===== src/rtl/bypass_network_pkg.sv =====
// Shared LC-3b forwarding types: default widths and the history entry layout
// used by the bypass network and its lookup slices.
package lc3b_types;

   localparam int DATA_W_DEF    = 16;
   localparam int REG_AW_DEF    = 3;
   localparam int EXE_DEPTH_DEF = 2;
   localparam int MEM_DEPTH_DEF = 1;
   localparam int NRD_DEF       = 4;
   localparam int HIT_CNT_W     = 16;

   typedef struct packed {
      logic                  v;
      logic [REG_AW_DEF-1:0] dest;
      logic [DATA_W_DEF-1:0] data;
   } fwd_entry_t;

endpackage


===== src/rtl/bypass_network_if.sv =====
// Signal bundle between the pipeline (master) and the bypass network (slave).
// Lookup ports are purely combinational: rd_en/rd_reg in, rd_hit/rd_data out in the same cycle.
interface bypass_network_if
   import lc3b_types::*;
#(
   parameter int DATA_W = DATA_W_DEF,
   parameter int REG_AW = REG_AW_DEF,
   parameter int NRD    = NRD_DEF
) ();

   logic                           stall_all;
   logic                           flush;
   logic                           alu_v;
   logic [REG_AW-1:0]              alu_dest;
   logic [DATA_W-1:0]              alu_data;
   logic                           ld_v;
   logic [REG_AW-1:0]              ld_dest;
   logic [DATA_W-1:0]              ld_data;
   logic                           ld_issue_v;
   logic [REG_AW-1:0]              ld_issue_dest;
   logic [NRD-1:0]                 rd_en;
   logic [NRD-1:0][REG_AW-1:0]     rd_reg;
   logic [NRD-1:0]                 rd_hit;
   logic [NRD-1:0][DATA_W-1:0]     rd_data;
   logic                           hazard;
   logic [HIT_CNT_W-1:0]           hit_cnt;

   modport master (
      output stall_all, flush, alu_v, alu_dest, alu_data, ld_v, ld_dest, ld_data,
             ld_issue_v, ld_issue_dest, rd_en, rd_reg,
      input  rd_hit, rd_data, hazard, hit_cnt
   );

   modport slave (
      input  stall_all, flush, alu_v, alu_dest, alu_data, ld_v, ld_dest, ld_data,
             ld_issue_v, ld_issue_dest, rd_en, rd_reg,
      output rd_hit, rd_data, hazard, hit_cnt
   );

endinterface


===== src/rtl/bypass_network_lookup.sv =====
// One lookup port: finds the youngest valid history entry for a register.
// EXE entry k wins over MEM entry j when k <= j; misses return zero data.
module fwd_lookup
   import lc3b_types::*;
#(
   parameter int DATA_W    = DATA_W_DEF,
   parameter int REG_AW    = REG_AW_DEF,
   parameter int EXE_DEPTH = EXE_DEPTH_DEF,
   parameter int MEM_DEPTH = MEM_DEPTH_DEF
) (
   input  logic                              i_rd_en,
   input  logic [REG_AW-1:0]                 i_rd_reg,
   input  logic [EXE_DEPTH-1:0]              i_e_v,
   input  logic [EXE_DEPTH-1:0][REG_AW-1:0]  i_e_dest,
   input  logic [EXE_DEPTH-1:0][DATA_W-1:0]  i_e_data,
   input  logic [MEM_DEPTH-1:0]              i_m_v,
   input  logic [MEM_DEPTH-1:0][REG_AW-1:0]  i_m_dest,
   input  logic [MEM_DEPTH-1:0][DATA_W-1:0]  i_m_data,
   output logic                              o_hit,
   output logic [DATA_W-1:0]                 o_data
);

   logic              w_e_hit;
   logic              w_m_hit;
   int                w_e_idx;
   int                w_m_idx;
   logic [DATA_W-1:0] w_e_data;
   logic [DATA_W-1:0] w_m_data;

   // Scan oldest to youngest so the last match written is the youngest one.
   always_comb begin
      w_e_hit  = 1'b0;
      w_e_idx  = 0;
      w_e_data = '0;
      for (int k = EXE_DEPTH - 1; k >= 0; k--) begin
         if (i_e_v[k] && (i_e_dest[k] == i_rd_reg)) begin
            w_e_hit  = 1'b1;
            w_e_idx  = k;
            w_e_data = i_e_data[k];
         end
      end
      w_m_hit  = 1'b0;
      w_m_idx  = 0;
      w_m_data = '0;
      for (int j = MEM_DEPTH - 1; j >= 0; j--) begin
         if (i_m_v[j] && (i_m_dest[j] == i_rd_reg)) begin
            w_m_hit  = 1'b1;
            w_m_idx  = j;
            w_m_data = i_m_data[j];
         end
      end
   end

   always_comb begin
      o_hit  = i_rd_en & (w_e_hit | w_m_hit);
      o_data = '0;
      if (i_rd_en) begin
         if (w_e_hit && (!w_m_hit || (w_e_idx <= w_m_idx))) begin
            o_data = w_e_data;
         end else if (w_m_hit) begin
            o_data = w_m_data;
         end
      end
   end

endmodule


===== src/rtl/bypass_network.sv =====
// Result-forwarding network: ALU and load result history chains, per-port
// lookup slices, load-use hazard detection and a saturating forwarded-hit counter.
module bypass_network
   import lc3b_types::*;
#(
   parameter int DATA_W    = DATA_W_DEF,
   parameter int REG_AW    = REG_AW_DEF,
   parameter int EXE_DEPTH = EXE_DEPTH_DEF,
   parameter int MEM_DEPTH = MEM_DEPTH_DEF,
   parameter int NRD       = NRD_DEF
) (
   input  logic             clk,
   input  logic             rst_n,
   bypass_network_if.slave  bus
);

   typedef struct packed {
      logic              v;
      logic [REG_AW-1:0] dest;
      logic [DATA_W-1:0] data;
   } entry_t;

   entry_t                          r_e [EXE_DEPTH];
   entry_t                          r_m [MEM_DEPTH];
   logic [HIT_CNT_W-1:0]            r_hit_cnt;

   logic [EXE_DEPTH-1:0]            w_e_v;
   logic [EXE_DEPTH-1:0][REG_AW-1:0] w_e_dest;
   logic [EXE_DEPTH-1:0][DATA_W-1:0] w_e_data;
   logic [MEM_DEPTH-1:0]            w_m_v;
   logic [MEM_DEPTH-1:0][REG_AW-1:0] w_m_dest;
   logic [MEM_DEPTH-1:0][DATA_W-1:0] w_m_data;
   logic [NRD-1:0]                  w_haz;
   logic [NRD-1:0]                  w_rd_en_eff;
   logic [NRD-1:0]                  w_rd_hit;
   logic [NRD-1:0][DATA_W-1:0]      w_rd_data;
   logic [HIT_CNT_W:0]              w_hit_pop;
   logic [HIT_CNT_W:0]              w_hit_sum;
   logic [HIT_CNT_W-1:0]            w_hit_cnt_nxt;

   for (genvar k = 0; k < EXE_DEPTH; k++) begin : g_e_flat
      assign w_e_v[k]    = r_e[k].v;
      assign w_e_dest[k] = r_e[k].dest;
      assign w_e_data[k] = r_e[k].data;
   end

   for (genvar j = 0; j < MEM_DEPTH; j++) begin : g_m_flat
      assign w_m_v[j]    = r_m[j].v;
      assign w_m_dest[j] = r_m[j].dest;
      assign w_m_data[j] = r_m[j].data;
   end

   // A port that trips the load-use hazard must not forward stale data.
   for (genvar p = 0; p < NRD; p++) begin : g_port
      assign w_haz[p] = bus.ld_issue_v & bus.rd_en[p] & (bus.rd_reg[p] == bus.ld_issue_dest);
      assign w_rd_en_eff[p] = bus.rd_en[p] & ~w_haz[p];

      fwd_lookup #(
         .DATA_W    (DATA_W),
         .REG_AW    (REG_AW),
         .EXE_DEPTH (EXE_DEPTH),
         .MEM_DEPTH (MEM_DEPTH)
      ) u_lookup (
         .i_rd_en   (w_rd_en_eff[p]),
         .i_rd_reg  (bus.rd_reg[p]),
         .i_e_v     (w_e_v),
         .i_e_dest  (w_e_dest),
         .i_e_data  (w_e_data),
         .i_m_v     (w_m_v),
         .i_m_dest  (w_m_dest),
         .i_m_data  (w_m_data),
         .o_hit     (w_rd_hit[p]),
         .o_data    (w_rd_data[p])
      );
   end

   always_comb begin
      w_hit_pop = '0;
      for (int p = 0; p < NRD; p++) begin
         w_hit_pop = w_hit_pop + (HIT_CNT_W+1)'(w_rd_hit[p]);
      end
      w_hit_sum     = {1'b0, r_hit_cnt} + w_hit_pop;
      w_hit_cnt_nxt = w_hit_sum[HIT_CNT_W] ? {HIT_CNT_W{1'b1}} : w_hit_sum[HIT_CNT_W-1:0];
   end

   always_ff @(posedge clk or negedge rst_n) begin
      if (!rst_n) begin
         for (int k = 0; k < EXE_DEPTH; k++) r_e[k] <= '0;
         for (int j = 0; j < MEM_DEPTH; j++) r_m[j] <= '0;
         r_hit_cnt <= '0;
      end else if (!bus.stall_all) begin
         r_e[0] <= '{v: bus.alu_v & ~bus.flush, dest: bus.alu_dest, data: bus.alu_data};
         for (int k = 1; k < EXE_DEPTH; k++) r_e[k] <= r_e[k-1];
         r_m[0] <= '{v: bus.ld_v & ~bus.flush, dest: bus.ld_dest, data: bus.ld_data};
         for (int j = 1; j < MEM_DEPTH; j++) r_m[j] <= r_m[j-1];
         r_hit_cnt <= w_hit_cnt_nxt;
      end
   end

   assign bus.rd_hit  = w_rd_hit;
   assign bus.rd_data = w_rd_data;
   assign bus.hazard  = |w_haz;
   assign bus.hit_cnt = r_hit_cnt;

endmodule

===== src/flat_wrapper.sv =====
// flat-port wrapper written by rule: the top's interface ports become plain ports
module bypass_network_flat import lc3b_types::*;
#(
   parameter int DATA_W    = DATA_W_DEF,
   parameter int REG_AW    = REG_AW_DEF,
   parameter int EXE_DEPTH = EXE_DEPTH_DEF,
   parameter int MEM_DEPTH = MEM_DEPTH_DEF,
   parameter int NRD       = NRD_DEF
)
  (clk, rst_n, bus_stall_all, bus_flush, bus_alu_v, bus_alu_dest, bus_alu_data, bus_ld_v, bus_ld_dest, bus_ld_data, bus_ld_issue_v, bus_ld_issue_dest, bus_rd_en, bus_rd_reg, bus_rd_hit, bus_rd_data, bus_hazard, bus_hit_cnt);
  bypass_network_if #(.DATA_W(DATA_W), .REG_AW(REG_AW), .NRD(NRD)) bus_i ();
  input  logic clk;
  input  logic rst_n;
  input wire logic [$bits(bus_i.stall_all)-1:0] bus_stall_all;
  input wire logic [$bits(bus_i.flush)-1:0] bus_flush;
  input wire logic [$bits(bus_i.alu_v)-1:0] bus_alu_v;
  input wire logic [$bits(bus_i.alu_dest)-1:0] bus_alu_dest;
  input wire logic [$bits(bus_i.alu_data)-1:0] bus_alu_data;
  input wire logic [$bits(bus_i.ld_v)-1:0] bus_ld_v;
  input wire logic [$bits(bus_i.ld_dest)-1:0] bus_ld_dest;
  input wire logic [$bits(bus_i.ld_data)-1:0] bus_ld_data;
  input wire logic [$bits(bus_i.ld_issue_v)-1:0] bus_ld_issue_v;
  input wire logic [$bits(bus_i.ld_issue_dest)-1:0] bus_ld_issue_dest;
  input wire logic [$bits(bus_i.rd_en)-1:0] bus_rd_en;
  input wire logic [$bits(bus_i.rd_reg)-1:0] bus_rd_reg;
  output wire logic [$bits(bus_i.rd_hit)-1:0] bus_rd_hit;
  output wire logic [$bits(bus_i.rd_data)-1:0] bus_rd_data;
  output wire logic [$bits(bus_i.hazard)-1:0] bus_hazard;
  output wire logic [$bits(bus_i.hit_cnt)-1:0] bus_hit_cnt;
  assign bus_i.stall_all = bus_stall_all;
  assign bus_i.flush = bus_flush;
  assign bus_i.alu_v = bus_alu_v;
  assign bus_i.alu_dest = bus_alu_dest;
  assign bus_i.alu_data = bus_alu_data;
  assign bus_i.ld_v = bus_ld_v;
  assign bus_i.ld_dest = bus_ld_dest;
  assign bus_i.ld_data = bus_ld_data;
  assign bus_i.ld_issue_v = bus_ld_issue_v;
  assign bus_i.ld_issue_dest = bus_ld_issue_dest;
  assign bus_i.rd_en = bus_rd_en;
  assign bus_i.rd_reg = bus_rd_reg;
  assign bus_rd_hit = bus_i.rd_hit;
  assign bus_rd_data = bus_i.rd_data;
  assign bus_hazard = bus_i.hazard;
  assign bus_hit_cnt = bus_i.hit_cnt;
  bypass_network #(.DATA_W(DATA_W), .REG_AW(REG_AW), .EXE_DEPTH(EXE_DEPTH), .MEM_DEPTH(MEM_DEPTH), .NRD(NRD)) u_core (.clk(clk), .rst_n(rst_n), .bus(bus_i));
endmodule

===== config.mk =====
export PLATFORM = sky130hd
export DESIGN_NAME = bypass_network_flat
export DESIGN_NICKNAME = d
export VERILOG_FILES = /design/src/rtl/bypass_network_pkg.sv /design/src/rtl/bypass_network_if.sv /design/src/rtl/bypass_network_lookup.sv /design/src/rtl/bypass_network.sv /design/src/flat_wrapper.sv
export SDC_FILE = /design/constraint.sdc
export NUM_CORES = 1
export LEC_CHECK = 0
export ABC_CLOCK_PERIOD_IN_PS = 4850
export CAP_MARGIN = 0
export CORE_ASPECT_RATIO = 0.75
export CORE_MARGIN = 2
export CORE_UTILIZATION = 36
export CTS_CLUSTER_SIZE = 20
export DETAILED_ROUTE_END_ITERATION = 8
export GPL_TIMING_DRIVEN = 0
export PLACE_DENSITY_LB_ADDON = 0.12
export SLEW_MARGIN = 15
export SYNTH_ARGS = -nofsm -noshare
export SYNTH_HDL_FRONTEND = slang
export SYNTH_HIERARCHICAL = 1
export SYNTH_SLANG_ARGS = --single-unit

===== constraint.sdc =====
create_clock -name clk -period 4.85 [get_ports clk]
set_input_delay 0.485 -clock clk [delete_from_list [all_inputs] [get_ports clk]]
set_output_delay 0.485 -clock clk [all_outputs]
set_load 0.005 [all_outputs]

# --- Yosys cells after proc, flatten, opt, wreduce, memory -nomap -nowiden ---
# Cells that the tools add are included.
totals:
  output_inout_bits: 85
  wordCells: 131
  in_bits: 64
  reg_bits: 76
op_classes:
  bitwise_logic: 27
  n_addsub: 4
  n_eq_ne: 16
  reduce_logical: 25
  order_cmp: 4
  mux: 45
op_table:
  columns: ["cell", "n"]
  rows:
  - ["$mux W16", 25]
  - ["$le A32 B1 Y1 const B", 4]
  - ["$mux W32", 4]
  - ["$eq A3 B3 Y1", 16]
  - ["$add A17 B1 Y17", 2]
  - ["$and A1 B1 Y1", 18]
  - ["$add A16 B17 Y17", 1]
  - ["$logic_and A1 B1 Y1", 16]
  - ["$mux W1", 16]
  - ["$not A1 Y1", 5]
  - ["$logic_not A1 Y1", 4]
  - ["$logic_or A1 B1 Y1", 4]
  - ["$or A1 B1 Y1", 4]
  - ["$reduce_or A4 Y1", 1]
  - ["$add A1 B1 Y2", 1]

# --- Logic depth before layout (Yosys ltp) ---
depth:
  ltp_word: 11
  ltp_mapped: 19
  ltp_nobuf: 15

# --- Hierarchy ---
# Netlist, hierarchy kept.
modules_own_cells:
  columns: ["module", "instances", "area_per_inst_um2", "seq_area_each_um2", "cells_each"]
  rows:
  - ["bypass_network", 1, 3283.1, 1901.8, 243]
  - ["fwd_lookup", 4, 555.5, 0.0, 92]

# --- Worst setup path before layout ---
# OpenSTA, ideal clock, no wires.
synth_path:
  path_type: "input port to flip-flop"
  startpoint: "input port bus_ld_issue_dest[0]"
  endpoint: "register u_core.r_hit_cnt[14], in the netlist u_core/bus.hit_cnt[14]"
  t_required_ps: 4781
  setup_ps: 69
  stages: 19
  slack_ps: 915
  arrival_time_ps: 3866
  path_buffers: 4
  path_cell_list: "clkbuf_1 > xnor2_1 > nand3_1 > nor3_1 > nor2b_1 > clkinv_1 > clkbuf_1 > nor2_1 > fa_1 > inv_1 > fa_1 > inv_1 > fa_1 > and4b_2 > nand3_2 > or3_1 > buf_2 > buf_6 > nand3_1"
synth_via:
  elab_chain_cells: 10
  word_cells_on_any_way: 25
  classes_between: "4 x add/sub; 4 x eq/ne; 1 x mux; 16 x bitwise"
synth_lines:
  columns: ["element", "line_no", "source"]
  rows:
  - ["start: declaration", "flat_wrapper.sv:23", "input wire logic [$bits(bus_i.ld_issue_dest)-1:0] bus_ld_issue_dest;"]
  - ["$eq A3 B3 Y1", "bypass_network.sv:55", "assign w_haz[p] = bus.ld_issue_v & bus.rd_en[p] & (bus.rd_reg[p] == bus.ld_issue_dest);"]
  - ["$and A1 B1 Y1", "bypass_network.sv:55", null]
  - ["$not A1 Y1", "bypass_network.sv:56", "assign w_rd_en_eff[p] = bus.rd_en[p] & ~w_haz[p];"]
  - ["$and A1 B1 Y1", "bypass_network.sv:56", null]
  - ["net u_core.w_rd_en_eff[0]", "bypass_network.sv:34", "logic [NRD-1:0] w_rd_en_eff;"]
  - ["$and A1 B1 Y1", "bypass_network_lookup.sv:55", "o_hit = i_rd_en & (w_e_hit | w_m_hit);"]
  - ["net bus_rd_hit[0]", "flat_wrapper.sv:26", "output wire logic [$bits(bus_i.rd_hit)-1:0] bus_rd_hit;"]
  - ["$add A1 B1 Y2", "bypass_network.sv:80", "w_hit_pop = w_hit_pop + (HIT_CNT_W+1)'(w_rd_hit[p]);"]
  - ["$add A17 B1 Y17 (2 in a row)", "bypass_network.sv:80", null]
  - ["$add A16 B17 Y17", "bypass_network.sv:82", "w_hit_sum = {1'b0, r_hit_cnt} + w_hit_pop;"]
  - ["$mux W16", "bypass_network.sv:83", "w_hit_cnt_nxt = w_hit_sum[HIT_CNT_W] ? {HIT_CNT_W{1'b1}} : w_hit_sum[HIT_CNT_W-1:0];"]
  - ["end signal: assignment", "bypass_network.sv:96", "r_hit_cnt <= w_hit_cnt_nxt;"]
  - ["end: declaration", "bypass_network.sv:25", "logic [HIT_CNT_W-1:0] r_hit_cnt;"]
# The timed path passes the listed nets, and every way through them passes these cells.
# A chain may end at the register's enable or synchronous reset.

# --- Final worst setup path ---
layout_path:
  startpoint: "input port bus_rd_reg[0]"
  endpoint: "register u_core.r_hit_cnt[14], in the netlist u_core/bus.hit_cnt[14]"
layout_via:
  word_cells_on_any_way: 20
  classes_between: "4 x add/sub; 4 x eq/ne; 4 x mux; 5 x bitwise; 3 x reduce/logical"
layout_lines:
  columns: ["element", "line_no", "source"]
  rows:
  - ["start: declaration", "flat_wrapper.sv:25", "input wire logic [$bits(bus_i.rd_reg)-1:0] bus_rd_reg;"]
  - ["$eq A3 B3 Y1", "bypass_network.sv:55", null]
  - ["$and A1 B1 Y1", "bypass_network.sv:55", null]
  - ["$not A1 Y1", "bypass_network.sv:56", null]
  - ["$and A1 B1 Y1", "bypass_network.sv:56", null]
  - ["net u_core.w_rd_en_eff[0]", "bypass_network.sv:34", null]
  - ["$and A1 B1 Y1", "bypass_network_lookup.sv:55", null]
  - ["$add A1 B1 Y2", "bypass_network.sv:80", null]
  - ["$add A17 B1 Y17 (2 in a row)", "bypass_network.sv:80", null]
  - ["$add A16 B17 Y17", "bypass_network.sv:82", null]
  - ["$mux W16", "bypass_network.sv:83", null]
# The timed path passes the listed nets, and every way through them passes these cells.

==> run metrics <==
YS warnings=6; IO Count=149; vias in the first global route=~5500; VDD IR max=around 0.00020 V; via total after detailed routing=5614; GRT Util Overall=24.7%; Setup TNS=0 ns; average via count per standard cell=5.75; detailed-router iteration count before antenna repair=5; clock buffer depth=2; Crit Path Class=primary input to flip-flop; commonest non-fill, non-tap cells in the layout=clkdlybuf4s50_1, nand2_1, dfrtp_1; fin worst setup slack=0.417 ns; leak pwr=2.66 nW; clock sink total=76; Hold Path Class=primary input to async pin; Slew Limit Headroom=45.5%; max incr delay on CP=0.60 ns; CTS root buffer=clkbuf_16; Hold Fails Final Rpt=0; Required @ worst endpoint=5.12 ns; FF-to-FF End=u_core/bus.hit_cnt[14]$_DFFE_PN0N_; Fmax=226 MHz; Net count, final=835; RSZ-0062 raised after global routing=false; fraction of registers with async set/reset=100%; Synth Register Bits=76; Pwr Density=roughly 280 mW/mm^2; routed len/inst=20.5 um; initial antenna violation count=0; CTS H-tree depth=3; Min Hold Slack=0.0369 ns; top_reg_cell synth=dfrtp_1; setup violators final=0; syn nets=679; max-slew violation count=0; final core occ=between 50% and 60%; total CTS buffers=9; initial core utilization=36.5%; crit-path leading delay family=simple AND/OR/NAND/NOR gates; Final Critical Period=around 4.4 ns; status=finished, final reports clean; period utilisation layout=91.4%; CORE AREA=0.0151 mm^2; DRC Markers=0; antenna viol nets, final=0; FF-to-FF path depth=17; layout cells sized above 1=16.8%; skew final=0.00598 ns; post-synthesis sequential area ratio=between 30% and 40%; Post-synth EDFFs=0; Port Buf Inserts=147; instance count on the critical path=18; Critical Path, Cell by Cell=clkdlybuf4s50_1, xnor2_1, nand3_1, nor3_1, nor2b_1, clkinv_1, nor2_1, fa_1, inv_1, fa_1, inv_1, fa_1, and4b_2, nand3_2, or3_1, buf_2, buf_6, nand3_1; Die Height=between 100 and 150 um; CP startpoint kind=primary input; die width=around 150 um; diode count=0; most used cell, CP=fa_1; total congestion overflow=0; Worst-path clk slew=0.07 ns; Worst setup EP type=flip-flop; worst path bufs/invs=6; CTS tree=yes; CP max FO=17; Post CTS Setup Buffer Count=0; worst r2r src=u_core/r_e[36]$_DFFE_PN0N_; max cap viols=0; worst slack, placed=-0.111 ns; hold buffer count at cts=0; syn_area_per_cell=9.01 um^2; cts repair resizes=0; Yosys cell types=36; FILL cells=about 1400; CP arrival=4.71 ns; r2r setup slk=between 0.8 and 0.9 ns; Multi-input gate area=0.00319 mm^2; FF+latch area=0.00190 mm^2; Slew @ Worst Pin=roughly 0.82 ns; Routed WL=20.0 mm; mapped cell area=~0.0055 mm^2; Die ar.=0.0163 mm^2; largest net degree at the start of global routing=56; worst skew pair latency=0.33 ns; slowest cell on the critical path=clkdlybuf4s50_1; DRT iter0 DRCs=532; commonest non-fill, non-tap cell in the layout=clkdlybuf4s50_1; Placer Congestion=0.918; Row Count=39; first-pass GRT wire length=31.4 mm; DP HPWL=15.5 mm; Cells after Synth=611; Syn-to-layout area delta=38.0%
## sequential cells by signal (all words and copies together), names as in the netlist
signal	flops
u_core/w_m_data	16
u_core/bus.hit_cnt	16
u_core/w_m_dest	3
u_core/w_m_v	1
u_core/r_e	40
## metal layers
metal  routed length [um]  GRT usage [%]  vias up
met5                    0              0        -
met3                 2040           6.87       14
li1                     -              -     2592
met2                 8720           37.6      290
met4                  176           5.31        0
met1                 9060           35.0     2718
## cell usage after synthesis, types with 5 or more instances
cell / number / area (um^2)
nand2_1: 79 / 297
dfrtp_1: 76 / 1900
nand3_1: 73 / 365
nand4_1: 73 / 457
a31oi_1: 64 / 400
mux2_2: 60 / 676
xnor2_1: 43 / 377
buf_2: 21 / 105
and4_1: 13 / 114
buf_6: 13 / 146
buf_4: 12 / 90.1
xor2_1: 12 / 105
o21ai_0: 8 / 40.0
nor2b_1: 7 / 43.8
clkbuf_1: 6 / 22.5
inv_1: 6 / 22.5
nand2b_1: 5 / 31.3
nor3_1: 5 / 25.0
## kinds of logic after synthesis
| kind of cell | synth area share (%) |
|---|---|
| AND/OR/NAND/NOR | 26.5 |
| AO/OA/AOI/OAI | 9.00 |
| flip-flops | 34.5 |
| buffers and inverters | 7.43 |
| multiplexers | 12.5 |
| XOR/XNOR | 8.75 |
| adder cells (fa/ha/maj) | 1.32 |
## area by class of cell
class | count | area share (%)
Buffer | 51 | 4.74
Clock buffer | 11 | 3.19
Clock inverter | 5 | 1.42
Inverter | 10 | 0.494
Multi-Input combinational cell | 471 | 42.0
Sequential cell | 76 | 25.0
Tap cell | 205 | 3.38
Timing Repair Buffer | 148 | 19.7
## stage by stage
stage | power, mW | area, um^2 | std cells
floorplan | 1.05 | 5510 | 611
global placement | 1.29 | 7230 | 963
detailed placement | 1.30 | 7260 | 964
CTS | 2.12 | 7610 | 980
global route | 2.20 | 7600 | 977
finish | 2.10 | 7600 | 977
## power breakdown
| part | internal, mW | switching, mW | leakage, nW |
|---|---|---|---|
| sequential | 0.707 | 0.141 | 0.920 |
| combinational | 0.258 | 0.196 | 1.56 |
| clock | 0.520 | 0.280 | 0.170 |
| total | 1.49 | 0.617 | 2.66 |
## worst max-delay path by stage
stage,end,slack [ns],start
floorplan,u_core/bus.hit_cnt[14]$_DFFE_PN0N_,0.92,bus_ld_issue_dest[0]
global placement,u_core/bus.hit_cnt[14]$_DFFE_PN0N_,-0.14,bus_rd_reg[0]
detailed placement,u_core/bus.hit_cnt[14]$_DFFE_PN0N_,-0.11,bus_rd_reg[9]
CTS,u_core/bus.hit_cnt[14]$_DFFE_PN0N_,0.22,bus_rd_reg[0]
global route,u_core/bus.hit_cnt[14]$_DFFE_PN0N_,0.15,bus_rd_reg[0]
finish,u_core/bus.hit_cnt[14]$_DFFE_PN0N_,0.42,bus_rd_reg[0]
No activity file was read; power rests on OpenSTA's default activity.
